[src/rtl/mem_arbiter_2to1_if.sv]
// Memory-controller request/response types and the arbiter's bus bundle.
// Cache/memory side uses the master modport, the arbiter uses slave.
package memory_controller_interface;
  localparam int unsigned MCI_ADDR_LENGTH = 32;
  localparam int unsigned MCI_DATA_LENGTH = 128;

  typedef struct packed {
    logic [MCI_ADDR_LENGTH-1:0] addr;
    logic [MCI_DATA_LENGTH-1:0] data;
    logic                       rw;
    logic                       valid;
  } mci_request_t;

  typedef struct packed {
    logic [MCI_DATA_LENGTH-1:0] data;
    logic                       ready;
  } mci_response_t;
endpackage

interface mem_arbiter_2to1_if;
  import memory_controller_interface::*;

  mci_request_t  ireq;
  mci_request_t  dreq;
  mci_request_t  mreq;
  mci_response_t ires;
  mci_response_t dres;
  mci_response_t mres;
  logic          busy;
  logic          err;

  modport slave (
    input  ireq, dreq, mres,
    output ires, dres, mreq, busy, err
  );

  modport master (
    output ireq, dreq, mres,
    input  ires, dres, mreq, busy, err
  );
endinterface

[src/rtl/mem_arbiter_2to1.sv]
// Two-port (I-cache / D-cache) arbiter onto a single memory controller port.
// Define MEM_ARB_DCACHE_PRIO_EN for fixed D-port priority on ties; default is round-robin.
module mem_arbiter_2to1
  import memory_controller_interface::*;
(
  input  logic                 clk,
  input  logic                 rst,
  mem_arbiter_2to1_if.slave    bus
);

  typedef enum logic {IDLE, WAIT} state_t;

  localparam logic PORT_I = 1'b0;
  localparam logic PORT_D = 1'b1;

  state_t       state, state_nxt;
  logic         owner, owner_nxt;
  logic         grant;
  logic         done;
  logic         i_done, d_done;
  logic         err_q;
  // Buffer .valid doubles as the pending flag.
  mci_request_t ibuf, dbuf;

`ifndef MEM_ARB_DCACHE_PRIO_EN
  logic         last_grant, last_grant_nxt;
`endif

  // State register
  always_ff @(posedge clk or posedge rst) begin
    if (rst) begin
      state      <= IDLE;
      owner      <= PORT_I;
`ifndef MEM_ARB_DCACHE_PRIO_EN
      last_grant <= PORT_I;
`endif
    end else begin
      state      <= state_nxt;
      owner      <= owner_nxt;
`ifndef MEM_ARB_DCACHE_PRIO_EN
      last_grant <= last_grant_nxt;
`endif
    end
  end

  // Next-state, grant and bus outputs; responses pass straight through
  always_comb begin
    state_nxt      = state;
    owner_nxt      = owner;
`ifndef MEM_ARB_DCACHE_PRIO_EN
    last_grant_nxt = last_grant;
`endif
    done           = 1'b0;
    bus.mreq       = '0;
    bus.ires.data  = bus.mres.data;
    bus.ires.ready = 1'b0;
    bus.dres.data  = bus.mres.data;
    bus.dres.ready = 1'b0;
    bus.busy       = 1'b0;

    if (ibuf.valid && dbuf.valid) begin
`ifdef MEM_ARB_DCACHE_PRIO_EN
      grant = PORT_D;
`else
      grant = ~last_grant;
`endif
    end else begin
      grant = dbuf.valid ? PORT_D : PORT_I;
    end

    case (state)
      IDLE: begin
        if (ibuf.valid || dbuf.valid) begin
          bus.mreq  = (grant == PORT_D) ? dbuf : ibuf;
          state_nxt = WAIT;
          owner_nxt = grant;
`ifndef MEM_ARB_DCACHE_PRIO_EN
          last_grant_nxt = grant;
`endif
        end
      end
      WAIT: begin
        bus.mreq       = (owner == PORT_D) ? dbuf : ibuf;
        bus.mreq.valid = 1'b0;
        bus.busy       = 1'b1;
        if (bus.mres.ready) begin
          done           = 1'b1;
          bus.ires.ready = (owner == PORT_I);
          bus.dres.ready = (owner == PORT_D);
          state_nxt      = IDLE;
        end
      end
      default: state_nxt = IDLE;
    endcase
  end

  assign i_done  = done && (owner == PORT_I);
  assign d_done  = done && (owner == PORT_D);
  assign bus.err = err_q;

  // Pending buffers and sticky error; a reload on completion wins over the clear
  always_ff @(posedge clk or posedge rst) begin
    if (rst) begin
      ibuf  <= '0;
      dbuf  <= '0;
      err_q <= 1'b0;
    end else begin
      if (bus.ireq.valid && (!ibuf.valid || i_done)) ibuf <= bus.ireq;
      else if (i_done)                               ibuf.valid <= 1'b0;

      if (bus.dreq.valid && (!dbuf.valid || d_done)) dbuf <= bus.dreq;
      else if (d_done)                               dbuf.valid <= 1'b0;

      if ((bus.ireq.valid && ibuf.valid && !i_done) ||
          (bus.dreq.valid && dbuf.valid && !d_done) ||
          ((state == IDLE) && bus.mres.ready))
        err_q <= 1'b1;
    end
  end

endmodule
[src/flat_wrapper.sv]
// flat-port wrapper written by rule: the top's interface ports become plain ports
module mem_arbiter_2to1_flat import memory_controller_interface::*;
  (clk, rst, bus_ireq, bus_dreq, bus_mres, bus_ires, bus_dres, bus_mreq, bus_busy, bus_err);
  mem_arbiter_2to1_if bus_i ();
  input  logic clk;
  input  logic rst;
  input wire logic [$bits(bus_i.ireq)-1:0] bus_ireq;
  input wire logic [$bits(bus_i.dreq)-1:0] bus_dreq;
  input wire logic [$bits(bus_i.mres)-1:0] bus_mres;
  output wire logic [$bits(bus_i.ires)-1:0] bus_ires;
  output wire logic [$bits(bus_i.dres)-1:0] bus_dres;
  output wire logic [$bits(bus_i.mreq)-1:0] bus_mreq;
  output wire logic [$bits(bus_i.busy)-1:0] bus_busy;
  output wire logic [$bits(bus_i.err)-1:0] bus_err;
  assign bus_i.ireq = bus_ireq;
  assign bus_i.dreq = bus_dreq;
  assign bus_i.mres = bus_mres;
  assign bus_ires = bus_i.ires;
  assign bus_dres = bus_i.dres;
  assign bus_mreq = bus_i.mreq;
  assign bus_busy = bus_i.busy;
  assign bus_err = bus_i.err;
  mem_arbiter_2to1 u_core (.clk(clk), .rst(rst), .bus(bus_i));
endmodule
[config.mk]
export PLATFORM = sky130hd
export DESIGN_NAME = mem_arbiter_2to1_flat
export DESIGN_NICKNAME = d
export VERILOG_FILES = /design/src/rtl/mem_arbiter_2to1_if.sv /design/src/rtl/mem_arbiter_2to1.sv /design/src/flat_wrapper.sv
export SDC_FILE = /design/constraint.sdc
export NUM_CORES = 1
export LEC_CHECK = 0
export ABC_AREA = 1
export BUFFER_PORTS_ARGS = -buffer_cell sky130_fd_sc_hd__buf_2
export CORE_AREA = 5 5 335 337
export DETAILED_ROUTE_END_ITERATION = 8
export DIE_AREA = 0 0 340 342
export GPL_ROUTABILITY_DRIVEN = 0
export GPL_TIMING_DRIVEN = 0
export MAX_ROUTING_LAYER = met4
export SKIP_LAST_GASP = 1
export SYNTH_ARGS = -nofsm -noshare
export SYNTH_HDL_FRONTEND = slang
export SYNTH_SLANG_ARGS = --single-unit
[constraint.sdc]
create_clock -name clk -period 25.4 [get_ports clk]
set_input_delay 5.08 -clock clk [delete_from_list [all_inputs] [get_ports clk]]
set_output_delay 5.08 -clock clk [all_outputs]
set_load 0.005 [all_outputs]
-- Word-level counts from Yosys, hierarchy flattened
Index checks and enable logic that the tools add are counted.
- mux-type cells: 20
- bitwise operators: 2
- reductions and logical operators: 22
- operator list (operator ; number):
    162-bit two-way mux ; 3
    162-bit case mux with 2 select lines ; 1
    1-bit two-way mux ; 15
    1-bit logical AND ; 10
    1-bit logical OR ; 5
    1-bit zero test ; 4
    2-bit nonzero test ; 2
    1-bit NOT ; 2
    1-bit case mux with 2 select lines ; 1
    2-bit AND reduction ; 1
- register bits: 327
- bits of input ports: 455
- output and inout port bits: 422
- logic and storage cells: 55

-- Logic depth before layout (Yosys ltp)
- depth after elaboration: 7
- gate-level depth with buffers: 9
- mapped depth without buffers: 6

-- Worst setup path after synthesis
Ideal clock, no wire load.
- kind: input to output
- start point: in bus_mres[0]
- end point: out bus_dres[0]
- arrival time: 5.271 ns
- path slack: 15.049 ns
- stages on the path: 2
- cells stage by stage: nand3_1 -> inv_1
- longest elaborated chain between the ends: 2
- ends and longest elaborated chain (what ; RTL line ; RTL):
    start: declaration ; flat_wrapper.sv:9 ; input wire logic [$bits(bus_i.mres)-1:0] bus_mres;
    1-bit two-way mux ; mem_arbiter_2to1.sv:86 ; if (bus.mres.ready) begin
    1-bit two-way mux ; mem_arbiter_2to1.sv:71 ; case (state)
    end: declaration ; flat_wrapper.sv:11 ; output wire logic [$bits(bus_i.dres)-1:0] bus_dres;
Every way passes these cells.

-- Final worst setup path
- start point: in bus_mres[0]
- end point: out bus_ires[0]
- longest elaborated chain between the ends: 2
- ends and longest elaborated chain (what ; RTL line ; RTL):
    1-bit two-way mux ; mem_arbiter_2to1.sv:86 ;
    1-bit two-way mux ; mem_arbiter_2to1.sv:71 ;
    end: declaration ; flat_wrapper.sv:10 ; output wire logic [$bits(bus_i.ires)-1:0] bus_ires;
Every way passes these cells.

==> flow_metrics.env <==
export IMPL_grt_max_degree=117
export IMPL_synth_net_count=2654
export IMPL_cp_required_ps=20320
export IMPL_cap_violations=0
export IMPL_start_util=0.154
export IMPL_drt_iter0_drc=1103
export IMPL_ctsHoldBuffers=0
export IMPL_finalClockSkew_ps=26.2
export IMPL_antenna_left=0
export IMPL_critical_path_max_stage_delay_ps=150
export IMPL_finalSetupTns_ps=0
export IMPL_synth_flop_cell="dfrtp_1"
export IMPL_syn_to_final_growth_pct=41.5
export IMPL_clk_pin_slew_ps=50
export IMPL_holdPathStages=2
export IMPL_via_per_inst=3.88
export IMPL_rr_worst_depth=7
export IMPL_peakVddDrop_uv=59.9
export IMPL_ys_warn_count=0
export IMPL_synth_seq_cells=327
export IMPL_slew_headroom=0.329
export IMPL_clk_path_buf_depth=3
export IMPL_outcome="complete, no violations"
export IMPL_final_cell_count_no_fill=4447
export IMPL_cp_end_kind="output pin"
export IMPL_holdCritPathClass="flop to flop"
export IMPL_cp_common_cell="buf_2"
export IMPL_fp_dieH_um=342
export IMPL_clk_latency_ps=580
export IMPL_final_util=0.218
export IMPL_row_count=121
export IMPL_dieArea_um2=116000
export IMPL_synth_distinct_cells=17
export IMPL_start_kind="input pin"
export IMPL_path_class="input pin to output pin"
export IMPL_grt_overflow_total=0
export IMPL_wire_per_inst_um=18.8
export IMPL_io_pins=877
export IMPL_p_leak_nw=13.5
export IMPL_ys_seq_area_frac=0.489
export IMPL_reg2reg_from="u_core.dbuf[0]$_DFFE_PP0P_"
export IMPL_crit_arrival_ps=5560
export IMPL_cts_num_sinks=327
export IMPL_track_usage=0.139
export IMPL_synth_top_cell_by_area="dfrtp_1"
export IMPL_synth_edff_count=0
export IMPL_worstPathCellList="buf_2, nand3_1, inv_1, buf_2"
export IMPL_syn_avg_cell_area_um2=7.61
export IMPL_core_um2=109000
export IMPL_synthesis_area_um2=16700
export IMPL_slowest_stage="nand3_1"
export IMPL_worstPathMaxFanout=4
export IMPL_synth_cells=2199
export IMPL_ctsResizeCount=0
export IMPL_grt_pass1_vias=16900
export IMPL_synthArstFlopShare=1.00
export IMPL_critPathLaunch="bus_mres[0]"
export IMPL_final_layout_size_suffix_gt1_frac=0.379
export IMPL_dr_pass1_iters=5
export IMPL_vias=17300
export IMPL_worstMarginPinSlew_ps=1010
export IMPL_final_hold_violation_count=0
export IMPL_clock_fmax_ghz=0.0940
export IMPL_cts_tree="built"
export IMPL_hp_start="u_core.dbuf[91]$_DFFE_PP0P_"
export IMPL_fin_crit_ps=10640
export IMPL_cts_setup_buffers=0
export IMPL_synth_top_cell_area_share=0.489
export IMPL_routed_wl_um=83400
export IMPL_drv_slew=0
export IMPL_rsz0062_at_grt="false"
export IMPL_root_buffer="clkbuf_16"
export IMPL_cts_max_level=2
export IMPL_synth_area_leaders="dfrtp_1 49%, nand2_1 25%, buf_4 12%"
export IMPL_die_w_um=340
export IMPL_place_hpwl_um=66800
export IMPL_nets=3444
export IMPL_final_setup_viol_count=0
export IMPL_power_density_nw_per_um2=124
export IMPL_synth_most_common_cell="nand2_1"
export IMPL_numCtsBuffers=40
export IMPL_drc=0
export IMPL_fin_crit_sh=0.419
export IMPL_antenna_found_initial=23
export IMPL_grt_pass1_wl_um=116000
export IMPL_dpl_cell_count=4361
export IMPL_port_buffers=746
export IMPL_synthTopCellsByCount="1133 x nand2_1, 328 x nand3_1, 327 x dfrtp_1"
[worst paths after layout]
path | slack (ps) | to
worst max-delay path | 14760 | bus_ires[0]
worst min-delay path | 470 | u_core.dbuf[91]$_DFFE_PP0P_
worst max register to register | 22710 | u_core.dbuf[3]$_DFFE_PP0P_
worst min register to register | 470 | u_core.dbuf[91]$_DFFE_PP0P_
max in group asynchronous | 19570 | u_core.dbuf[128]$_DFFE_PP0P_
min in group asynchronous | 4660 | u_core.ibuf[55]$_DFFE_PP0P_
[cells by family after synthesis]
| group | Yosys count | share of synthesized area |
|---|---|---|
| AOI/OAI and AO/OA | 4 | 0.00157 |
| buffers and inverters | 400 | 0.155 |
| DFF | 327 | 0.489 |
| and+or+nand+nor | 1468 | 0.355 |
[state kept, by name, indices dropped and copies added, names as in the netlist]
register        count
u_core.bus.err      1
u_core.dbuf       162
u_core.ibuf       162
u_core.state        1
u_core.owner        1
[placed cells by master, fill, tap and decap left out, types with 4 or more instances in the layout]
| cell type | netlist | routed |
|---|---|---|
| nand2_1 | 1133 | 1133 |
| buf_2 | 57 | 803 |
| nand3_1 | 328 | 328 |
| dfrtp_1 | 327 | 327 |
| buf_4 | 267 | 267 |
| clkbuf_1 | 53 | 61 |
| clkbuf_16 | 0 | 41 |
| diode_2 | 0 | 18 |
| buf_1 | 16 | 16 |
| clkbuf_8 | 0 | 9 |
| nand2_2 | 5 | 5 |
| clkinv_2 | 0 | 5 |
| bufinv_16 | 0 | 4 |
[through the flow]
stage               cell area [µm²]  worst slack, ps  total power [mW]  hold WS, ps
detailed placement            22300            14770              2.36          458
global placement              22200             6620              2.34          454
global route                  23700            14720              3.16          486
CTS                           23600            14770              2.98          472
floorplan                     16700            11270              1.63          442
finish                        23700            14760              2.93          469
[power by group]
group	leakage (nW)	switching, mW	internal [mW]
registers	4.04	0.146	0.770
clock network	0.657	0.238	0.361
logic	8.84	0.932	0.481
total	13.5	1.32	1.61
[critical path, delay by kind of cell]
family | cells | cell delay [ps]
simple gates | 1 | 150
buf+inv | 3 | 330
[per-layer routing]
layer	up-vias	GRT usage	share of wire
li1	8217	-	-
met1	8203	0.168	0.40
met2	743	0.229	0.48
met3	96	0.0414	0.094
met4	0	0.0346	0.024
met5	-	-	0
[area by class of cell]
type	instances	area, µm²
fillers	12200	84900
flip-flops and latches	327	8180
multi-input cells	1472	5960
repair buffers	748	3790
plain buffers	395	2570
well taps	1414	1770
clock buffers	59	1180
clock inverters	9	145
diodes	18	45.0
inverters	5	26.3
No activity file was read; power rests on OpenSTA's default activity.
